--- src/rtl/bsg_relay_serializer.sv ---
// Word-to-chunk serializer: accepts one width_p-bit word per handshake and emits it as
// els_p chunks, least-significant first, overlapping the next load with the last chunk.
module bsg_relay_serializer #(
  parameter int width_p = 16,
  parameter int els_p   = 4
) (
  input  logic                       clk_i,
  input  logic                       reset_n_i,
  input  logic                       v_i,
  input  logic [width_p-1:0]         data_i,
  output logic                       ready_o,
  output logic                       v_o,
  output logic [width_p/els_p-1:0]   data_o,
  output logic                       last_o,
  input  logic                       ready_i
);

  localparam int chunk_lp = width_p / els_p;
  localparam int cnt_w_lp = $clog2(els_p);
  localparam logic [cnt_w_lp-1:0] last_cnt_lp = cnt_w_lp'(els_p - 1);

  logic [width_p-1:0]  r_data;
  logic [cnt_w_lp-1:0] r_count;
  logic                r_v;

  logic [width_p-1:0]  w_data_nxt;
  logic [cnt_w_lp-1:0] w_count_nxt;
  logic                w_v_nxt;
  logic                w_last;
  logic                w_ready;
  logic                w_in_xfer;
  logic                w_out_xfer;

  assign w_last     = r_v & (r_count == last_cnt_lp);
  // ready_i feeds ready_o combinationally so the next word loads on the last-chunk beat
  assign w_ready    = reset_n_i & (~r_v | (ready_i & w_last));
  assign w_in_xfer  = v_i & w_ready;
  assign w_out_xfer = r_v & ready_i;

  // State register
  always_ff @(posedge clk_i or negedge reset_n_i) begin
    if (!reset_n_i) begin
      r_data  <= '0;
      r_count <= '0;
      r_v     <= 1'b0;
    end else begin
      r_data  <= w_data_nxt;
      r_count <= w_count_nxt;
      r_v     <= w_v_nxt;
    end
  end

  // Next-state: a word load always wins, which is what keeps back-to-back words gapless
  always_comb begin
    w_data_nxt  = r_data;
    w_count_nxt = r_count;
    w_v_nxt     = r_v;
    if (w_in_xfer) begin
      w_data_nxt  = data_i;
      w_count_nxt = '0;
      w_v_nxt     = 1'b1;
    end else if (w_out_xfer) begin
      if (w_last) begin
        w_count_nxt = '0;
        w_v_nxt     = 1'b0;
      end else begin
        w_count_nxt = r_count + cnt_w_lp'(1);
      end
    end else begin
      w_count_nxt = r_count;
    end
  end

  // Outputs
  always_comb begin
    ready_o = w_ready;
    v_o     = r_v;
    last_o  = w_last;
    data_o  = r_data[r_count*chunk_lp +: chunk_lp];
  end

endmodule
--- config.mk ---
export PLATFORM = sky130hd
export DESIGN_NAME = bsg_relay_serializer
export DESIGN_NICKNAME = d
export VERILOG_FILES = /design/src/rtl/bsg_relay_serializer.sv
export SDC_FILE = /design/constraint.sdc
export NUM_CORES = 1
export LEC_CHECK = 0
export ABC_AREA = 1
export CORE_MARGIN = 1.5
export CORE_UTILIZATION = 30
export CTS_BUF_LIST = sky130_fd_sc_hd__clkbuf_8
export DETAILED_ROUTE_END_ITERATION = 10
export GPL_ROUTABILITY_DRIVEN = 0
export PLACE_DENSITY_LB_ADDON = 0.08
export SYNTH_ARGS = -nofsm -noshare
export SYNTH_HDL_FRONTEND = slang
export SYNTH_SLANG_ARGS = --single-unit
--- constraint.sdc ---
create_clock -name clk_i -period 1.3 [get_ports clk_i]
set_clock_uncertainty 0.05 [all_clocks]
set_input_delay 0.195 -clock clk_i [delete_from_list [all_inputs] [get_ports clk_i]]
set_output_delay 0.195 -clock clk_i [all_outputs]
set_load 0.01 [all_outputs]
==> impl_metrics.json, run 1 <==
{
  "status": "finished with violations",
  "violations": "setup timing",
  "clock_path_buffers": 2,
  "clock-sinks": 19,
  "routedWlPerCell_um": 12.5,
  "antenna_found_initial": 0,
  "pwr-share-comb_pct": 55.2,
  "coreArea_um2": 3100,
  "critical_path_required_ns": 1.05,
  "finalPower_mw": 3.51,
  "maxCapViolCount": 0,
  "ys_top_cells_by_area": "dfrtp_1, nand2_1, nand4_1",
  "firstDrtPassIters": 3,
  "maxClockFrequency_ghz": 0.657,
  "hold_viol_final": 0,
  "fin_hold_ws_ns": 0.275,
  "worst_setup_path_start_kind": "flip-flop",
  "cts_tree": "done",
  "ant_nets": 0,
  "p_leak_nw": 0.810,
  "start_util_pct": 32.0,
  "final_common_cell": "nand2_1",
  "row_count": 20,
  "dpl.hpwl_mm": 1.68,
  "drt-initial-drc-count": 13,
  "synth_fp_nets": 146,
  "max_slew_margin_pct": 84.7,
  "fill_cells": 326,
  "area_growth_pct": 66.1,
  "period_share_pct": 117,
  "viasPerCell": 4.53,
  "cts-root-buf": "clkbuf_8",
  "wirelength_met1_mm": 1.18,
  "top_layer": "met4",
  "intPower_mw": 2.10,
  "worst_slew_pin_slew_ns": 0.230,
  "p_seq_share_pct": 33.4,
  "layout.nets": 188,
  "ys_warn_count": 0,
  "boundaryPins": 27,
  "die_x_um": 60.5,
  "synthCells": 125,
  "grt_pass1_vias": 895,
  "synth_largest_area_cell": "dfrtp_1",
  "yosys.area.top_type_share_pct": 47.9,
  "drive_above_1_share_pct": 41.6,
  "port_buffers": 26,
  "grt_pass1_wl_mm": 4.00,
  "htreeDepth": 1,
  "crit_fanout": 2,
  "end_kind": "output port",
  "hold_path_class": "primary input to async pin",
  "dr_total_vias": 951,
  "ir_drop_uv": 780,
  "layout_common_cells": "nand2_1, nand2_2, clkdlybuf4s50_1",
  "cellPowerDensity_nw_per_um2": 2120,
  "met2WireLength_mm": 1.33,
  "yosysUniqueCellTypes": 17,
  "syn_area_um2": 993,
  "overflow": 0,
  "cts.clk_slew.worst_paths_ns": 0.07,
  "p_sw_mw": 1.41,
  "ys_ff_latch": 19,
  "grt_usage_pct": 15.0,
  "synth_seq_area_share_pct": 47.9,
  "syn_area_per_cell_um2": 7.95,
  "fin_ws_ns": -0.221,
  "wl_met3_um": 105,
  "grt_setup_unrepaired": "yes",
  "grt_max_degree": 20,
  "antenna_cells": 0,
  "period_minus_slack_ns": 1.52,
  "insertion_delay_ns": 0.25,
  "cts_made_buffers": 3,
  "netSwitchingFraction_pct": 40.2,
  "die_h_um": 60.5,
  "crit_type": "flip-flop to output port",
  "arrival_ns": 1.28,
  "setup_violations": 25,
  "drv_slew": 0,
  "drc": 0,
  "pwr-share-clk_pct": 11.4,
  "finalWirelength_mm": 2.62,
  "fp.dieArea_um2": 3670
}
critical path: stages, from the launching register on:
cell and delay (ns):
dfrtp_1 0.39, buf_6 0.12, ha_4 0.16, buf_4 0.13, nand2_1 0.05, inv_1 0.04, buf_2 0.13
registers in the layout (all words and copies together), names as in the netlist:
signal   cells
v_o          1
r_data      16
r_count      2
synthesized netlist by cell type:
cell       n
ha_1       1
o211ai_1   4
nand3_4    1
a21oi_1    4
o21ai_0    4
nand2_4    1
nand2_2    1
buf_6      1
inv_1     12
dfrtp_1   19
nand4_1   16
nor2_1     1
clkbuf_1   1
buf_4      1
a21boi_0   1
nand2_1   51
buf_2      6
final timing paths:
check,slack (ns),to,cells after the start,startpoint
setup reg to reg,-0.11,r_data[0],9,r_count[1]
setup / recovery,-0.22,last_o,6,r_count[1]
hold / removal,0.28,r_data[11],2,reset_n_i
hold reg to reg,0.44,r_data[7],2,r_data[7]
min in group clk_i,0.44,r_data[7],2,r_data[7]
max in group asynchronous,0.43,r_count[0],3,reset_n_i
kinds of logic after synthesis:
family          share of synthesized area [%]
fa+ha+maj                                1.26
simple gates                             33.2
flops                                    47.9
compound gates                           7.81
buf+inv                                  9.82
layer usage:
metal / vias up / GRT usage (%)
met5: - / 0
met4: 0 / 5.59
met3: 2 / 2.77
met2: 18 / 24.2
met1: 442 / 20.2
li1: 489 / -
area by class of cell:
type,instances,area (um^2),share of cell area [%]
clock inverter,1,3.75,0.227
timing repair buffer,46,459,27.8
inverter,12,45.0,2.73
tap,44,55.1,3.34
clock buffer,3,41.3,2.50
multi-input combinational,85,569,34.5
sequential,19,477,28.9
repair_timing:
action / in CTS / in global routing
hold buffers: 0 / 0
endpoints found under the hold margin: 0 / 0
cloned: 1 / 3
pin swaps: 6 / 4
buffers inserted: 4 / 1
setup endpoints to repair: 26 / 26
gates resized for setup: 33 / 48
metrics by stage:
step / util [%] / std cells / worst slack (ns) / TNS, ns / area, um^2
2_1_floorplan: - / 125 / 0.0979 / 0 / 993
3_3_place_gp: 44.2 / 198 / -0.390 / -5.82 / 1370
3_5_place_dp: 44.2 / 198 / -0.401 / -6.19 / 1370
4_1_cts: 47.6 / 207 / -0.283 / -2.83 / 1480
5_1_grt: 53.2 / 210 / -0.290 / -4.44 / 1650
6_report: 53.2 / 210 / -0.221 / -2.93 / 1650
power groups by stage:
stage | Clock [mW] | Combinational, mW | Sequential (mW)
CTS | 0.409 | 1.70 | 1.07
finish | 0.400 | 1.94 | 1.17
detailed placement | 0 | 1.55 | 1.07
global placement | 0 | 1.52 | 1.06
global route | 0.438 | 2.14 | 1.21
floorplan | 0 | 0.853 | 1.03
No activity file was read; power rests on OpenSTA's default activity.
==> inputs of run 2 (changes only) <==
--- a/config.mk
+++ b/config.mk
@@ -6,7 +6,8 @@
 export NUM_CORES = 1
 export LEC_CHECK = 0
 export ABC_AREA = 1
-export CORE_MARGIN = 1.5
+export ABC_CLOCK_PERIOD_IN_PS = 1650
+export CORE_MARGIN = 2
 export CORE_UTILIZATION = 30
 export CTS_BUF_LIST = sky130_fd_sc_hd__clkbuf_8
 export DETAILED_ROUTE_END_ITERATION = 10
==> constraint.sdc (replaced) <==
create_clock -name clk_i -period 1.65 [get_ports clk_i]
set_clock_uncertainty 0.05 [all_clocks]
set_input_delay 0.2475 -clock clk_i [delete_from_list [all_inputs] [get_ports clk_i]]
set_output_delay 0.2475 -clock clk_i [all_outputs]
set_load 0.01 [all_outputs]
==> impl_metrics.json, run 2 (synthesis results as in run 1) <==
{
  "largest_reg_flops": 16,
  "hold_path_class": "primary input to async pin",
  "grt_max_degree": 37,
  "final_common_cell": "nand2_1",
  "cellPowerDensity_nw_per_um2": 1640,
  "r2r_slack_ns": 0.19,
  "maxClockFrequency_ghz": 0.630,
  "layout_common_cells": "nand2_1, clkdlybuf4s50_1, dfrtp_1",
  "end_kind": "output port",
  "intPower_mw": 1.32,
  "start_util_pct": 32.0,
  "critPathBufInv": 1,
  "setup_violations": 0,
  "htreeDepth": 1,
  "pwr-share-comb_pct": 47.7,
  "coreArea_um2": 3100,
  "boundaryPins": 27,
  "p_leak_nw": 0.689,
  "netSwitchingFraction_pct": 40.7,
  "fp.dieArea_um2": 3790,
  "ant_nets": 0,
  "final_core_util_pct": 43.8,
  "grt_pass1_wl_mm": 3.83,
  "routedWlPerCell_um": 11.5,
  "fin_ws_ns": 0.0630,
  "clock-sinks": 19,
  "die_h_um": 61.5,
  "grt_setup_unrepaired": "yes",
  "drive_above_1_share_pct": 14.9,
  "clock_path_buffers": 2,
  "area_growth_pct": 36.8,
  "r2r_end": "r_data[1]",
  "cp_slowest_cell": "dfrtp_1",
  "fin_hold_ws_ns": 0.388,
  "layout.nets": 176,
  "crit_fanout": 2,
  "viasPerCell": 4.62,
  "stdcell_count": 198,
  "row_count": 20,
  "dpl.hpwl_mm": 1.61,
  "p_seq_share_pct": 37.7,
  "maxCapViolCount": 0,
  "period_minus_slack_ns": 1.59,
  "cts.clk_slew.worst_paths_ns": 0.07,
  "overflow": 0,
  "worst_setup_path_start_kind": "flip-flop",
  "antenna_cells": 0,
  "arrival_ns": 1.29,
  "status": "complete, no violations",
  "top_register": "r_data",
  "dp_slack_ns": -0.214,
  "rr_startpoint": "r_count[0]",
  "max_slew_margin_pct": 72.4,
  "critPathMaxStageDelay_ns": 0.36,
  "insertion_delay_ns": 0.26,
  "worst_slew_pin_slew_ns": 0.414,
  "p_sw_mw": 0.906,
  "r2r_cells": 7,
  "ir_drop_uv": 596,
  "firstDrtPassIters": 4,
  "fill_cells": 352,
  "period_share_pct": 96.2,
  "cp_top_family": "flip-flops",
  "port_buffers": 26,
  "finalWirelength_mm": 2.28,
  "dp_cells": 194,
  "cp_cell_sequence": "ha_2 -> nand2_2 -> a21boi_0 -> clkdlybuf4s15_1",
  "crit_type": "flip-flop to output port",
  "pwr-share-clk_pct": 14.6,
  "dr_total_vias": 915,
  "cts_tree": "done",
  "grt_usage_pct": 13.8,
  "antenna_found_initial": 0,
  "cts-root-buf": "clkbuf_8",
  "critical_path_required_ns": 1.35,
  "drc": 0,
  "grt_pass1_vias": 889,
  "cts_made_buffers": 3,
  "die_x_um": 61.5,
  "hold_viol_final": 0,
  "drt-initial-drc-count": 45,
  "drv_slew": 0
}
-- run 2: cell count changes in the layout (fill, tap and decap cells not counted), sizes merged --
cell,delta
buf,-12
clkdlybuf4s50,+1
clkbuf,-3
clkdlybuf4s15,+2
-- run 2: timing repair --
action | 4_1_cts | 5_1_grt
setup buffers | 1 | 0
gates resized for setup | 24 | 5
hold buffers | 0 | 0
pin swaps | 0 | 3
gates cloned | 0 | 0
setup endpoints to repair | 6 | 6
-- run 2: worst max-delay path by stage --
| stage | start | endpoint | slack, ns | cells after the start |
|---|---|---|---|---|
| after floorplan | r_count[0] | data_o[0] | 0.41 | 4 |
| final | r_count[0] | ready_o | 0.06 | 4 |
| after global placement | reset_n_i | r_data[15] | -0.16 | 5 |
| after global routing | r_count[0] | data_o[1] | -0.01 | 5 |
| after CTS | r_count[0] | data_o[0] | 0.005 | 6 |
| after detailed placement | ready_i | ready_o | -0.21 | 4 |
-- run 2: cell type report --
| cell class | count | area (um^2) | share of cell area, % |
|---|---|---|---|
| sequential | 19 | 475 | 35.0 |
| timing repair buffer | 34 | 300 | 22.1 |
| clock buffer | 3 | 41.3 | 3.04 |
| multi-input combinational | 85 | 438 | 32.2 |
| tap | 44 | 55.1 | 4.05 |
| clock inverter | 1 | 3.75 | 0.276 |
| inverter | 12 | 45.0 | 3.31 |
-- run 2: routing by layer --
metal | GRT usage, % | vias to the layer above | wire length, um
met5 | 0 | - | 0
met4 | 5.47 | 0 | 21
met3 | 2.73 | 2 | 111
met2 | 23.0 | 20 | 1030
met1 | 17.4 | 425 | 1120
li1 | - | 468 | -
-- run 2: metrics by stage --
| step | TNS [ns] | total power [mW] | area (um^2) |
|---|---|---|---|
| 4_1_cts | 0 | 2.28 | 1370 |
| 5_1_grt | -0.0155 | 2.44 | 1360 |
| 6_report | 0 | 2.23 | 1360 |
| 3_5_place_dp | -3.02 | 2.00 | 1330 |
| 3_3_place_gp | -3.07 | 1.98 | 1330 |
| 2_1_floorplan | 0 | 1.48 | 993 |
-- run 2: power groups by stage --
| stage | Sequential, mW | Combinational [mW] | Clock [mW] |
|---|---|---|---|
| 6_report | 0.839 | 1.06 | 0.325 |
| 3_3_place_gp | 0.846 | 1.14 | 0 |
| 4_1_cts | 0.840 | 1.10 | 0.339 |
| 5_1_grt | 0.863 | 1.23 | 0.352 |
| 2_1_floorplan | 0.811 | 0.672 | 0 |
| 3_5_place_dp | 0.849 | 1.15 | 0 |
